**src/rtl/gpu_pkg.sv**
```systemverilog
// Shared pixel types for the frame-buffer write path.
// Latency: n/a (types and constants only).
// Backpressure: n/a.
package gpu_pkg;

    localparam int PIX_ADDR_W  = 19;
    localparam int PIX_COLOR_W = 16;

    // One buffered pixel: destination frame, address within that frame, RGB565 colour.
    typedef struct packed {
        logic                   frame;
        logic [PIX_ADDR_W-1:0]  addr;
        logic [PIX_COLOR_W-1:0] color;
    } pixel_t;

    // Asynchronous-SRAM write sequence.
    typedef enum logic [1:0] {
        IDLE  = 2'd0,
        SETUP = 2'd1,
        WRITE = 2'd2,
        HOLD  = 2'd3
    } wr_state_t;

endpackage

```
**src/rtl/pixel_fifo.sv**
```systemverilog
// Synchronous pixel FIFO with occupancy count; head entry visible before pop.
// Latency: an entry pushed at edge N is the head from edge N+1 when the FIFO was empty.
// Backpressure: caller pushes only when !full or when popping in the same cycle, pops only when !empty.
module pixel_fifo
    import gpu_pkg::*;
#(
    parameter int DEPTH = 8
) (
    input  logic                   clk,
    input  logic                   n_rst,
    input  logic                   push,
    input  pixel_t                 push_dat,
    input  logic                   pop,
    output pixel_t                 head_dat,
    output logic                   full,
    output logic                   empty,
    output logic [$clog2(DEPTH):0] count
);

    localparam int PTR_W = $clog2(DEPTH);
    localparam int CNT_W = PTR_W + 1;

    pixel_t           mem [DEPTH];
    logic [PTR_W-1:0] wr_ptr;
    logic [PTR_W-1:0] rd_ptr;

    // Storage array: no reset needed, entries are only read once counted valid.
    always_ff @(posedge clk) begin
        if (push) begin
            mem[wr_ptr] <= push_dat;
        end
    end

    // Pointers wrap naturally (DEPTH is a power of two); count carries the extra full bit.
    always_ff @(posedge clk or negedge n_rst) begin
        if (!n_rst) begin
            wr_ptr <= '0;
            rd_ptr <= '0;
            count  <= '0;
        end else begin
            if (push) begin
                wr_ptr <= wr_ptr + 1'b1;
            end
            if (pop) begin
                rd_ptr <= rd_ptr + 1'b1;
            end
            if (push && !pop) begin
                count <= count + 1'b1;
            end else if (pop && !push) begin
                count <= count - 1'b1;
            end
        end
    end

    assign head_dat = mem[rd_ptr];
    assign full     = (count == CNT_W'(DEPTH));
    assign empty    = (count == '0);

endmodule

```
**src/rtl/pixel_sram_writer.sv**
```systemverilog
// Accepts pixels from the core, buffers them, and writes each into the double-buffered async SRAM.
// Latency: capture at edge N, SETUP from edge N+1 at the earliest; WE_CYCLES+2 cycles per pixel.
// Backpressure: data_sent withheld while the FIFO is full; at most one capture per two cycles.
module pixel_sram_writer
    import gpu_pkg::*;
#(
    // ADDR_W/COLOR_W must match the pixel_t field widths in gpu_pkg.
    parameter int ADDR_W     = PIX_ADDR_W,
    parameter int COLOR_W    = PIX_COLOR_W,
    parameter int FIFO_DEPTH = 8,
    parameter int WE_CYCLES  = 2
) (
    input  logic                        clk,
    input  logic                        n_rst,
    input  logic                        data_ready,
    input  logic [ADDR_W-1:0]           address,
    input  logic [COLOR_W-1:0]          color,
    input  logic                        frame_target,
    output logic                        data_sent,
    output logic [ADDR_W:0]             sram_addr,
    output logic [COLOR_W-1:0]          sram_data,
    output logic                        sram_ce_n,
    output logic                        sram_we_n,
    output logic [$clog2(FIFO_DEPTH):0] fifo_count,
    output logic                        idle
);

    localparam int CNT_W  = $clog2(FIFO_DEPTH) + 1;
    localparam int WCNT_W = (WE_CYCLES > 1) ? $clog2(WE_CYCLES) : 1;

    pixel_t            in_pix;
    pixel_t            head_pix;
    logic              fifo_push;
    logic              fifo_pop;
    logic              fifo_full;
    logic              fifo_empty;
    wr_state_t         state;
    wr_state_t         state_nxt;
    logic [WCNT_W-1:0] we_cnt;
    logic [WCNT_W-1:0] we_cnt_nxt;
    logic [ADDR_W:0]   last_addr;
    logic [COLOR_W-1:0] last_data;

    // Pack the presented pixel so frame, address and colour are captured together.
    always_comb begin
        in_pix       = '0;
        in_pix.frame = frame_target;
        in_pix.addr  = address;
        in_pix.color = color;
    end

    // Head is released in HOLD; a pop in that cycle makes room for a capture even when full.
    assign fifo_pop  = (state == HOLD);
    assign fifo_push = data_ready && !data_sent && (!fifo_full || fifo_pop);

    pixel_fifo #(
        .DEPTH (FIFO_DEPTH)
    ) u_fifo (
        .clk      (clk),
        .n_rst    (n_rst),
        .push     (fifo_push),
        .push_dat (in_pix),
        .pop      (fifo_pop),
        .head_dat (head_pix),
        .full     (fifo_full),
        .empty    (fifo_empty),
        .count    (fifo_count)
    );

    // Acknowledge is the registered capture strobe; it also blocks a second capture of the same pixel.
    always_ff @(posedge clk or negedge n_rst) begin
        if (!n_rst) begin
            data_sent <= 1'b0;
        end else begin
            data_sent <= fifo_push;
        end
    end

    // Write-sequence state and write-enable pulse counter.
    always_ff @(posedge clk or negedge n_rst) begin
        if (!n_rst) begin
            state  <= IDLE;
            we_cnt <= '0;
        end else begin
            state  <= state_nxt;
            we_cnt <= we_cnt_nxt;
        end
    end

    // Remember the last written pixel so the SRAM pins hold still while idle.
    always_ff @(posedge clk or negedge n_rst) begin
        if (!n_rst) begin
            last_addr <= '0;
            last_data <= '0;
        end else if (state == HOLD) begin
            last_addr <= {head_pix.frame, head_pix.addr};
            last_data <= head_pix.color;
        end
    end

    // Next-state and SRAM pin decode; strobes come straight from the state flops so reset releases we_n at once.
    always_comb begin
        state_nxt  = state;
        we_cnt_nxt = we_cnt;
        sram_ce_n  = 1'b1;
        sram_we_n  = 1'b1;
        sram_addr  = last_addr;
        sram_data  = last_data;
        case (state)
            IDLE: begin
                if (!fifo_empty) begin
                    state_nxt = SETUP;
                end
            end
            SETUP: begin
                sram_ce_n  = 1'b0;
                sram_addr  = {head_pix.frame, head_pix.addr};
                sram_data  = head_pix.color;
                state_nxt  = WRITE;
                we_cnt_nxt = '0;
            end
            WRITE: begin
                sram_ce_n = 1'b0;
                sram_we_n = 1'b0;
                sram_addr = {head_pix.frame, head_pix.addr};
                sram_data = head_pix.color;
                if (we_cnt == WCNT_W'(WE_CYCLES - 1)) begin
                    state_nxt = HOLD;
                end else begin
                    we_cnt_nxt = we_cnt + 1'b1;
                end
            end
            HOLD: begin
                sram_ce_n = 1'b0;
                sram_addr = {head_pix.frame, head_pix.addr};
                sram_data = head_pix.color;
                // A pixel captured this same cycle waits one IDLE cycle before its SETUP.
                state_nxt = (fifo_count > CNT_W'(1)) ? SETUP : IDLE;
            end
            default: begin
                state_nxt = IDLE;
            end
        endcase
    end

    assign idle = (fifo_count == '0) && (state == IDLE);

endmodule

```
**config.mk**
```make
export PLATFORM = sky130hd
export DESIGN_NAME = pixel_sram_writer
export DESIGN_NICKNAME = d
export VERILOG_FILES = /design/src/rtl/gpu_pkg.sv /design/src/rtl/pixel_fifo.sv /design/src/rtl/pixel_sram_writer.sv
export SDC_FILE = /design/constraint.sdc
export NUM_CORES = 1
export LEC_CHECK = 0
export CAP_MARGIN = 20
export CORE_MARGIN = 8
export CORE_UTILIZATION = 40
export DETAILED_ROUTE_END_ITERATION = 16
export GPL_ROUTABILITY_DRIVEN = 0
export PLACE_DENSITY = 0.6
export SYNTH_ARGS = -nofsm -noshare
export SYNTH_HDL_FRONTEND = slang
export SYNTH_SLANG_ARGS = --single-unit
```
**constraint.sdc**
```tcl
create_clock -name clk -period 7.9 [get_ports clk]
set_input_delay 1.58 -clock clk [delete_from_list [all_inputs] [get_ports clk]]
set_output_delay 1.58 -clock clk [all_outputs]
set_load 0.02 [all_outputs]
```
==> impl_metrics.json <==
{
  "synthXorXnorAreaFrac_pct": 0.522,
  "post-place-ws_ns": 3.23,
  "stdcell_count": 1380,
  "grt_pass1_wl_um": 42600,
  "cts_tree": "yes",
  "ir_drop_uv": 260,
  "reg2reg_depth": 8,
  "mostFrequentLayoutCells": "288 x edfxtp_1, 81 x clkdlybuf4s50_1, 80 x nand2_1, 74 x mux2_2, 73 x mux2i_1",
  "rr_endpoint": "u_fifo.mem[7][33]$_DFFE_PP_",
  "slew_viol_final": 0,
  "wl_um": 28000,
  "vias": 7001,
  "finalSetupViolCount": 0,
  "drtIter0Drc": 377,
  "cpPeakStageDelay_ns": 0.96,
  "post_cts_resized": 0,
  "clk_pin_slew_ns": 0.06,
  "finalCritPeriodShare_pct": 66.0,
  "drive_above_1_share_pct": 17.4,
  "critPathMaxFanout": 96,
  "synth_compound_area_share_pct": 7.40,
  "antenna_found_initial": 5,
  "synth_mux_area_share_pct": 11.6,
  "r2r_slack_ns": 4.96,
  "htree_levels": 2,
  "initial_core_util_pct": 40.4,
  "hold_class": "reg -> reg",
  "die_y_um": 199,
  "area_growth_pct": 18.6,
  "p_leak_nw": 5.55,
  "place_area_um2": 14700,
  "numCtsBuffers": 36,
  "gr-total-overflow": 0,
  "antenna_left": 0,
  "path_class": "reg -> out",
  "synth.yosys.seq_area_share_pct": 73.7,
  "track_usage_pct": 14.1,
  "vias_per_cell": 5.07,
  "final_net_count": 954,
  "syn_avg_cell_area_um2": 16.6,
  "max_slew_margin_pct": 44.3,
  "placed_cells": 1314,
  "netlist_area_um2": 13400,
  "r2r-start": "u_fifo.count[0]$_DFFE_PN0P_",
  "dieArea_um2": 39700,
  "coreArea_um2": 33300,
  "ios": 83,
  "die_w_um": 199,
  "dr.pass1.iters": 4,
  "fillers": 2828,
  "grt_pass1_vias": 7163,
  "hpwl_um": 15100,
  "final_cell_area_um2": 15900,
  "numPortBuffers": 82,
  "ctsRootBufferMaster": "clkbuf_16",
  "hold_violations": 0,
  "min-delay-start": "last_data[15]$_DFFE_PN0N_",
  "fin_util_pct": 47.9,
  "wl_per_cell_um": 20.3,
  "ys_seq_elements": 338,
  "synth_top_family_by_area": "multiplexers",
  "synth_edf_count": 288,
  "synthSimpleGateAreaFrac_pct": 3.17,
  "max_freq_ghz": 0.192,
  "row_count": 67,
  "min_period_ns": 5.21,
  "cp-end-kind": "output pin",
  "clock_skew_ns": 0.0181,
  "grt_setup_unrepaired": "false",
  "drc": 0,
  "synth.distinct_cells": 34,
  "grt_max_degree": 97,
  "path_cells": "buf_12, mux2_2, o22ai_1, a221o_1, o21ai_1, clkdlybuf4s50_1",
  "ys.warnings.count": 0,
  "post_cts_buffers": 0,
  "drv_cap": 0,
  "cp_slowest_cell": "dfrtp_4",
  "tns_ns": 0,
  "synth-adder-area-share_pct": 1.02,
  "worstPathArrival_ns": 3.63,
  "synth_flop_cell": "edfxtp_1",
  "start_kind": "register",
  "synth_fp_nets": 861,
  "whs_endpoint": "last_data[15]$_DFFE_PN0N_",
  "cts-hold-fix-buffers": 0,
  "power.density_nw_per_um2": 408,
  "clk_latency_ns": 0.51,
  "status": "finished clean",
  "ctsLongestPathBuffers": 3,
  "hold_path_depth": 2,
  "final_common_cell": "edfxtp_1",
  "clock_sinks": 338,
  "synthArstFlopShare_pct": 14.8,
  "worst_pin_slew_ns": 0.835,
  "setup_slack_ns": 2.69,
  "cp_data_required_time_ns": 6.32,
  "synth_cells": 811
}
==> power breakdown <==
part	switching, mW	total [mW]	internal (mW)
Clock	0.657	1.68	1.02
Combinational	1.35	2.39	1.05
Sequential	0.185	2.44	2.25
Total	2.19	6.51	4.32
==> sequential cells by signal, summed over array words and instances, names as in the netlist <==
name	flops
data_sent	1
state	2
last_addr	20
u_fifo.rd_ptr	3
we_cnt	1
u_fifo.wr_ptr	3
u_fifo.count	4
u_fifo.mem	288
last_data	16
==> cells in the mapped netlist, types with 2 or more instances <==
cell type / n / area [um2]
edfxtp_1: 288 / 8650
nand2_1: 80 / 300
mux2_2: 74 / 833
mux2i_1: 73 / 731
o21ai_1: 70 / 350
dfrtp_1: 50 / 1250
a221o_1: 36 / 360
o22ai_1: 36 / 225
clkbuf_1: 23 / 86.3
ha_1: 11 / 138
nor2_1: 10 / 37.5
buf_6: 6 / 67.6
inv_1: 6 / 22.5
buf_4: 5 / 37.5
o21ai_0: 5 / 25.0
xor2_1: 5 / 43.8
buf_2: 4 / 20.0
nand2b_1: 4 / 25.0
buf_12: 3 / 60.1
xnor2_1: 3 / 26.3
a21oi_1: 2 / 10.0
buf_8: 2 / 30.0
clkbuf_2: 2 / 10.0
nor3_1: 2 / 10.0
nor4bb_1: 2 / 20.0
==> routing by layer <==
metal	share of wire [%]	track usage, %	routed length (um)
met4	1.9	3.71	534
met5	0.24	0	66
met1	44	18.2	12300
met3	6.3	3.60	1750
met2	48	23.5	13400
==> critical path: cells and delay by family, from the launching register on <==
kind                   cells  cell delay, ns
flip-flops                 1            0.96
AO/OA/AOI/OAI              3            0.59
buffers and inverters      2            1.21
multiplexers               1            0.27
==> layout make-up <==
| cell class | count | area, um2 | share of cell area [%] |
|---|---|---|---|
| clock inverters | 15 | 165 | 1.04 |
| inverters | 7 | 26.3 | 0.165 |
| well taps | 448 | 561 | 3.52 |
| flip-flops and latches | 338 | 9900 | 62.2 |
| clock buffers | 50 | 1040 | 6.50 |
| diodes | 1 | 2.50 | 0.0157 |
| multi-input cells | 420 | 3260 | 20.5 |
| repair buffers | 101 | 971 | 6.10 |
==> through the flow <==
stage / hold slack, ns / power [mW]
after floorplan: 0.453 / 4.06
after global placement: 0.467 / 4.89
after detailed placement: 0.473 / 4.92
after CTS: 0.488 / 6.61
after global routing: 0.503 / 6.87
final: 0.482 / 6.51
==> cell families (layout without fill, tap and decap cells) <==
logic type,count (synthesis),in the layout
buffers and inverters,53,173
multiplexers,147,147
adder cells (fa/ha/maj),11,11
XOR/XNOR,8,8
flip-flops,338,338
AND/OR/NAND/NOR,102,102
AO/OA/AOI/OAI,152,152
other,0,1
==> how the worst max path moves through the flow <==
stage | slack [ns] | endpoint | from
finish | 2.69 | sram_data[13] | u_fifo.rd_ptr[0]$_DFFE_PN0N_
global route | 2.56 | sram_data[15] | u_fifo.rd_ptr[0]$_DFFE_PN0N_
global placement | 3.24 | sram_data[13] | u_fifo.rd_ptr[0]$_DFFE_PN0N_
floorplan | 2.86 | u_fifo.mem[1][0]$_DFFE_PP_ | data_ready
detailed placement | 3.23 | sram_data[13] | u_fifo.rd_ptr[0]$_DFFE_PN0N_
CTS | 2.68 | sram_data[13] | u_fifo.rd_ptr[0]$_DFFE_PN0N_
Note: power is estimated with default switching activity, not from simulation.
